[config.mk]
export PLATFORM = sky130hd
export DESIGN_NAME = fetch_unit_flat
export DESIGN_NICKNAME = d
export VERILOG_FILES = /design/src/rtl/cpu_pkg.sv /design/src/rtl/fetch_unit_if.sv /design/src/rtl/fetch_target_calc.sv /design/src/rtl/fetch_unit.sv /design/src/flat_wrapper.sv
export SDC_FILE = /design/constraint.sdc
export NUM_CORES = 1
export LEC_CHECK = 0
export CAP_MARGIN = 40
export CORE_MARGIN = 4
export CORE_UTILIZATION = 50
export CTS_CLUSTER_DIAMETER = 150
export DETAILED_ROUTE_END_ITERATION = 7
export PLACE_DENSITY = 0.95
export REMOVE_ABC_BUFFERS = 1
export SLEW_MARGIN = 20
export SYNTH_ARGS = -nofsm -noshare
export SYNTH_HDL_FRONTEND = slang
export SYNTH_HIERARCHICAL = 1
export SYNTH_SLANG_ARGS = --single-unit
[constraint.sdc]
create_clock -name clk -period 4.1 [get_ports clk]
set_clock_uncertainty 0.1 [all_clocks]
set_input_delay 0.615 -clock clk [delete_from_list [all_inputs] [get_ports clk]]
set_output_delay 0.615 -clock clk [all_outputs]
set_load 0.05 [all_outputs]
[src/rtl/cpu_pkg.sv]
// Shared CPU definitions: address/data widths, fetch FSM states and the
// branch/jump target helper used by fetch and jump control.
package cpu_pkg;

    localparam int ADDR_W = 10;
    localparam int DATA_W = 10;

    typedef enum logic [1:0] {
        IDLE = 2'd0,
        REQ  = 2'd1,
        HOLD = 2'd2,
        DROP = 2'd3
    } fetch_state_t;

    // imm is two's complement at full address width, so a modulo-2^ADDR_W add
    // is exactly the sign-extended offset with wrap-around.
    function automatic logic [ADDR_W-1:0] calc_target(
        input logic              is_jump,
        input logic [ADDR_W-1:0] base,
        input logic [ADDR_W-1:0] imm
    );
        return is_jump ? imm : base + imm;
    endfunction

    function automatic logic [15:0] sat_inc(input logic [15:0] value);
        return (value == 16'hFFFF) ? value : value + 16'd1;
    endfunction

endpackage

[src/rtl/fetch_unit_if.sv]
// Instruction-memory request bus between the fetch stage (master) and memory (slave).
// Handshake: req rises with addr and both hold steady until the single valid pulse
// (rdata qualified by valid) that answers it; that response cycle is not a new request.
interface fetch_unit_if;
    import cpu_pkg::*;

    logic              req;
    logic [ADDR_W-1:0] addr;
    logic              valid;
    logic [DATA_W-1:0] rdata;

    modport master (output req, output addr, input valid, input rdata);
    modport slave  (input req, input addr, output valid, output rdata);

endinterface

[src/rtl/fetch_target_calc.sv]
// Combinational redirect target: absolute jump address or instr_pc-relative branch.
module fetch_target_calc
    import cpu_pkg::*;
(
    input  logic              is_jump,
    input  logic [ADDR_W-1:0] base,
    input  logic [ADDR_W-1:0] imm,
    output logic [ADDR_W-1:0] target
);

    assign target = calc_target(is_jump, base, imm);

endmodule

[src/rtl/fetch_unit.sv]
// Fetch stage: PC, one-outstanding imem requests, registered instruction for decode.
// Build option FETCH_STATS_EN adds saturating fetch/redirect/drop counters.
module fetch_unit
    import cpu_pkg::*;
#(
    parameter logic [ADDR_W-1:0] RESET_PC = 10'h000
) (
    input  logic              clk,
    input  logic              rst_n,
    input  logic              fetchCNTRL,
    input  logic              isJump,
    input  logic [ADDR_W-1:0] imm,
    input  logic              stall,
    fetch_unit_if.master      imem,
    output logic [DATA_W-1:0] instr,
    output logic [ADDR_W-1:0] instr_pc,
    output logic              instr_valid,
    output fetch_state_t      state
`ifdef FETCH_STATS_EN
    ,
    output logic [15:0]       fetch_cnt,
    output logic [15:0]       redirect_cnt,
    output logic [15:0]       drop_cnt
`endif
);

    fetch_state_t      state_q, state_d;
    logic [ADDR_W-1:0] pc_q, pc_d;
    logic [ADDR_W-1:0] target;
    logic              req;
    logic              accept;

    fetch_target_calc u_target (
        .is_jump (isJump),
        .base    (instr_pc),
        .imm     (imm),
        .target  (target)
    );

    assign imem.req  = req;
    assign imem.addr = pc_q;
    assign state     = state_q;

    always_comb begin
        state_d = state_q;
        pc_d    = pc_q;
        req     = 1'b0;
        accept  = 1'b0;
        case (state_q)
            IDLE: state_d = REQ;
            REQ: begin
                req = 1'b1;
                // A redirect wins over a word returning in the same cycle.
                if (fetchCNTRL) begin
                    state_d = imem.valid ? REQ : DROP;
                end else if (imem.valid) begin
                    accept  = 1'b1;
                    pc_d    = pc_q + ADDR_W'(1);
                    state_d = stall ? HOLD : REQ;
                end
            end
            HOLD: begin
                if (fetchCNTRL || !stall) state_d = REQ;
            end
            DROP: begin
                if (imem.valid) state_d = REQ;
            end
            default: state_d = IDLE;
        endcase
        if (fetchCNTRL) pc_d = target;
    end

    always_ff @(posedge clk or negedge rst_n) begin
        if (!rst_n) begin
            state_q     <= IDLE;
            pc_q        <= RESET_PC;
            instr       <= '0;
            instr_pc    <= '0;
            instr_valid <= 1'b0;
        end else begin
            state_q <= state_d;
            pc_q    <= pc_d;
            if (fetchCNTRL) begin
                instr_valid <= 1'b0;
            end else if (accept) begin
                instr       <= imem.rdata;
                instr_pc    <= pc_q;
                instr_valid <= 1'b1;
            end else if (!stall) begin
                instr_valid <= 1'b0;
            end
        end
    end

`ifdef FETCH_STATS_EN
    logic discard;

    assign discard = imem.valid &&
                     (((state_q == REQ) && fetchCNTRL) || (state_q == DROP));

    always_ff @(posedge clk or negedge rst_n) begin
        if (!rst_n) begin
            fetch_cnt    <= '0;
            redirect_cnt <= '0;
            drop_cnt     <= '0;
        end else begin
            if (accept)     fetch_cnt    <= sat_inc(fetch_cnt);
            if (fetchCNTRL) redirect_cnt <= sat_inc(redirect_cnt);
            if (discard)    drop_cnt     <= sat_inc(drop_cnt);
        end
    end
`endif

endmodule

[src/flat_wrapper.sv]
// flat-port wrapper written by rule: the top's interface ports become plain ports
module fetch_unit_flat import cpu_pkg::*;
#(
    parameter logic [ADDR_W-1:0] RESET_PC = 10'h000
)
  (clk, rst_n, fetchCNTRL, isJump, imm, stall, instr, instr_pc, instr_valid, state, imem_req, imem_addr, imem_valid, imem_rdata);
  fetch_unit_if imem_i ();
  input  logic clk;
  input  logic rst_n;
  input  logic fetchCNTRL;
  input  logic isJump;
  input  logic [ADDR_W-1:0] imm;
  input  logic stall;
  output logic [DATA_W-1:0] instr;
  output logic [ADDR_W-1:0] instr_pc;
  output logic instr_valid;
  output fetch_state_t state;
  output wire logic [$bits(imem_i.req)-1:0] imem_req;
  output wire logic [$bits(imem_i.addr)-1:0] imem_addr;
  input wire logic [$bits(imem_i.valid)-1:0] imem_valid;
  input wire logic [$bits(imem_i.rdata)-1:0] imem_rdata;
  assign imem_req = imem_i.req;
  assign imem_addr = imem_i.addr;
  assign imem_i.valid = imem_valid;
  assign imem_i.rdata = imem_rdata;
  fetch_unit #(.RESET_PC(RESET_PC)) u_core (.clk(clk), .rst_n(rst_n), .fetchCNTRL(fetchCNTRL), .isJump(isJump), .imm(imm), .stall(stall), .imem(imem_i), .instr(instr), .instr_pc(instr_pc), .instr_valid(instr_valid), .state(state));
endmodule
# --- Yosys cells after proc, flatten, opt, wreduce, memory -nomap -nowiden ---
# Index checks and enable logic that the tools add are counted.
op_classes:
  addsub: 2
  reduce_logical: 8
  bitwise: 1
  n_eq_ne: 7
  mux: 18
ops:
  columns: ["operator", "n"]
  rows:
  - ["$mux W10", 4]
  - ["$mux W2", 6]
  - ["$add A10 B1 Y10 const B", 1]
  - ["$add A10 B10 Y10", 1]
  - ["$pmux W2 S4", 1]
  - ["$mux W1", 7]
  - ["$eq A2 B2 Y1 const B", 2]
  - ["$reduce_and A2 Y1", 2]
  - ["$reduce_bool A2 Y1", 2]
  - ["$ne A3 B2 Y1 const B", 1]
  - ["$ne A3 B3 Y1 const B", 1]
  - ["$reduce_and A3 Y1", 1]
  - ["$eq A2 B1 Y1 const B", 1]
  - ["$logic_not A2 Y1", 1]
  - ["$ne A2 B1 Y1 const B", 1]
  - ["$ne A2 B2 Y1 const B", 1]
  - ["$logic_not A1 Y1", 1]
  - ["$logic_or A1 B1 Y1", 1]
  - ["$not A1 Y1", 1]
totals:
  word_cells: 41
  output_inout_bits: 34
  in_bits: 26
  regBits: 33

# --- Longest topological paths before layout ---
depth:
  word_depth: 5
  ltp_mapped: 10
  depth_no_buf: 10

# --- Cells and area by module ---
# Netlist, hierarchy kept.
by_module_without_submodules:
  columns: ["mod", "cells_per_inst", "seq_area_each_um2", "area_each_um2", "n_inst"]
  rows:
  - ["fetch_unit", 117, 825.8, 1431.4, 1]
  - ["fetch_target_calc", 65, 0.0, 474.2, 1]

# --- Least setup slack after synthesis ---
# No wires, ideal clock.
synth_timing:
  kind: "reg2reg"
  start: "register u_core.instr_pc[0]"
  end: "register u_core.pc_q[8] (netlist: u_core/imem.addr[8])"
  path_stages_with_launch: 10
  arrival_time_ns: 2.394
  n_path_buf: 0
  required_ns: 3.875
  period_less_slack_ns: 2.619
  setup_time_ns: 0.125
  path_slack_ns: 1.481
  path_cell_list: "dfrtp_1 -> ha_1 -> fa_1 -> a21o_1 -> a21oi_1 -> o21ai_0 -> a31oi_1 -> xor2_1 -> o21ai_0 -> mux2_2"
synth_between:
  elab_chain_len: 3
synth_rtl:
  columns: ["element", "line", "text"]
  rows:
  - ["start: declaration", "fetch_unit.sv:16", "output logic [ADDR_W-1:0] instr_pc,"]
  - ["start signal: assignment", "fetch_unit.sv:87", "instr_pc <= pc_q;"]
  - ["$add A10 B10 Y10", "cpu_pkg.sv:22", "return is_jump ? imm : base + imm;"]
  - ["$mux W10", "cpu_pkg.sv:22", null]
  - ["named net u_core.target[8]", "fetch_unit.sv:29", "logic [ADDR_W-1:0] target;"]
  - ["$mux W10", "fetch_unit.sv:70", "if (fetchCNTRL) pc_d = target;"]
  - ["end signal: assignment", "fetch_unit.sv:82", "pc_q <= pc_d;"]
  - ["end: declaration", "fetch_unit.sv:28", "logic [ADDR_W-1:0] pc_q, pc_d;"]
# The timed path passes the listed nets, and every way through them passes these cells.
# A chain may end at the register's enable or synchronous reset.

# --- Final worst setup path ---
layout_timing:
  start: "input imm[0]"
  end: "register u_core.pc_q[8] (netlist: u_core/imem.addr[8])"
layout_between:
  elab_chain_len: 3
layout_rtl:
  columns: ["element", "line", "text"]
  rows:
  - ["start: declaration", "flat_wrapper.sv:12", "input logic [ADDR_W-1:0] imm;"]
  - ["$add A10 B10 Y10", "cpu_pkg.sv:22", null]
  - ["$mux W10", "cpu_pkg.sv:22", null]
  - ["named net u_core.target[8]", "fetch_unit.sv:29", null]
  - ["$mux W10", "fetch_unit.sv:70", null]
# The timed path passes the listed nets, and every way through them passes these cells.

==> key figures <==
Final layout
  – Design Area, Final: 2653 um^2
  – Most common cell after layout, fill and taps aside: clkdlybuf4s50_1
  – Layout net count: 282
  – Commonest cells after routing, fill and taps aside: clkdlybuf4s50_1, dfrtp_1, mux2_2
  – # diodes: 0
  – Layout cells sized above 1: 16.26%
  – Synth-to-layout area growth: 39.20%
  – Post-layout util: 72.45%

Worst setup path
  – CP Launch Type: input port
  – Slowest cell on crit path: clkdlybuf4s50_1
  – Cell Chain, Critical Path: clkdlybuf4s50_1 > ha_1 > fa_1 > a21o_1 > a21oi_1 > o21ai_0 > a31oi_1 > xor2_1 > o21ai_0 > mux2_2
  – Worst path depth: 10
  – Crit path launch: imm[0]
  – Worst path max stage delay: 420 ps
  – Worst Path Max Fanout: 3
  – R2r startpoint: u_core/instr_pc[0]$_DFFE_PN0P_
  – Most used cell, CP: o21ai_0
  – CP top delay family: compound AO/OA/AOI/OAI gates
  – Reg2reg path depth: 9
  – Crit. End Element: flip-flop
  – Setup CP Type: in -> reg
  – Critical path arrival: 3070 ps
  – CP required: 4180 ps
  – Setup slack, reg-to-reg: 1470 ps
  – CP bufs+invs: 1
  – R2R Path End: u_core/imem.addr[8]$_DFFE_PN0P_

Placed design
  – Dpl ws: 863.5 ps
  – PortBufs: 59
  – GPL Wtd Cong: 0.8917
  – DP Area: 2551 um^2
  – Dpl hpwl: 3186 um

Clocking
  – Clock Path Buffers: 2
  – H-tree levels: 2
  – Clock slew at reported path FFs: 70 ps
  – CTS tree: done
  – Post-cts sizing count: 0
  – Root Driver: clkbuf_8
  – Sink Count: 33
  – TritonCTS Buffers: 5
  – Post-CTS Setup Repair Bufs: 0
  – Hold buffers post-CTS: 0
  – Clk Latency, worst-skew pair: 290 ps

Global route
  – Initial antenna violation count: 0
  – Total gr overflow: 0
  – First-pass GRT wire length: 7762 um
  – Largest net degree at the start of global routing: 34
  – Tot GR Track Use: 20.07%
  – Vias in the first global route: 1730

STA
  – Final WS setup: 1104 ps
  – Total negative slack: 0 ps
  – Final Hold Fails: 0
  – Max Freq: 0.3338 GHz
  – Max Slew Vio Count: 0
  – Worst slew pin tran: 653.5 ps
  – Final setup viols: 0
  – Period minus WS final: 2996 ps
  – Max-slew headroom: 56.30%
  – Period utilization: 73.06%
  – RSZ-0062 raised after global routing: false

Detailed routing
  – Via count: 1610
  – Post-Route WL: 4532 um
  – Post-route ant nets: 0
  – DR pass1 iterations: 4
  – Vias per inst: 5.476
  – First DRT Iteration DRCs: 141
  – WL/cell: 15.41 um
  – Drt drc: 0

Die
  – I/O pin cnt: 60
  – Core Rows: 22
  – Die Area: 4863 um^2
  – Die X: 69.74 um
  – Die Ht: 69.74 um
  – Core area: 3661 um^2
  – Starting Density: 52.05%

Worst hold path
  – Hold Crit Depth: 1
  – Hold Path Class: reg -> reg
  – Worst Hold Launch: u_core/instr[2]$_DFFE_PN0P_
  – Worst Hold Endpoint: u_core/instr[2]$_DFFE_PN0P_

Yosys
  – Register area share after synthesis: 43.34%
  – Syn Area/Cell: 10.47 um^2
  – Syn Inst Count: 182
  – Cell Area, Synth: 1906 um^2
  – Netlist cell types: 34
  – Synth Warn #: 6
  – Yosys reg bits: 33

Power
  – VDD IR max: 507.5 uV
  – Total Power: 1.994 mW
  – Leak Pwr: 1.121 nW
  – Cell Pwr Density: 751.8 nW/um^2

Status
  – Status: finished clean

Flow run
  – Max-cap violations: 0
routing by layer:
metal	track usage (%)	part of all wire, %	vias up
li1	-	-	762
met1	25.07	42	767
met2	30.40	47	68
met3	8.841	8.6	13
met4	8.085	2.1	0
met5	0	0	-
registers in the layout, indices dropped and copies added (netlist names):
register / flops
u_core/instr_valid: 1
u_core/imem.addr: 10
u_core/state: 2
u_core/instr: 10
u_core/instr_pc: 10
layout make-up:
cell class                      count  area, um^2
Clock buffer                        7       96.34
Clock inverter                      1       5.005
Fill cell                         258        1008
Inverter                            6       22.52
Multi-Input combinational cell    137        1030
Sequential cell                    33       825.8
Tap cell                           48       60.06
Timing Repair Buffer               62       613.1
cell usage after synthesis (all sizes together):
cell	n	area share (%)
o211ai	1	0.39
a21oi	5	1.5
buf	2	0.79
nor3	7	1.8
a21boi	1	0.59
mux2	23	14
ha	10	6.6
a311o	1	0.53
nand4	2	0.66
clkbuf	4	0.79
fa	1	1.1
or3	1	0.33
a21o	2	0.79
xor2	5	2.3
nor2	11	2.2
nor4	1	0.66
nand3b	2	1.4
xnor2	9	4.1
nand4b	2	0.92
a31oi	1	0.33
o21ai	16	4.2
o21a	2	0.79
mux2i	2	1.1
o31ai	3	1.4
nand2	22	4.3
inv	6	1.2
nand3	2	0.53
o21bai	2	0.79
nor2b	3	0.99
dfrtp	33	43
logic make-up after synthesis:
kind of cell / Yosys count / share of synthesized area [%]
AOI/OAI and AO/OA: 34 / 11.36
and+or+nand+nor: 53 / 13.85
xor gates and xnor gates: 14 / 6.435
muxes: 25 / 14.64
adders and majority gates: 11 / 7.617
DFF: 33 / 43.34
buffers and inverters: 12 / 2.757
stage by stage:
step	hold WS, ps	std cells
after floorplan	219.4	176
after global placement	388.3	286
after detailed placement	395.5	286
after CTS	410.6	294
after global routing	426.7	294
final	407.8	294
power by group:
group / internal [mW] / switching, mW
logic: 0.461 / 0.710
registers: 0.438 / 0.115
clock network: 0.152 / 0.119
total: 1.05 / 0.944
worst max-delay path by stage:
stage	end	slack [ps]
finish	u_core/imem.addr[8]$_DFFE_PN0P_	1100
global route	u_core/imem.addr[8]$_DFFE_PN0P_	980
CTS	u_core/imem.addr[8]$_DFFE_PN0P_	1160
detailed placement	u_core/imem.addr[8]$_DFFE_PN0P_	860
global placement	u_core/imem.addr[8]$_DFFE_PN0P_	920
floorplan	u_core/imem.addr[8]$_DFFE_PN0P_	1490
No activity file was read; power rests on OpenSTA's default activity.
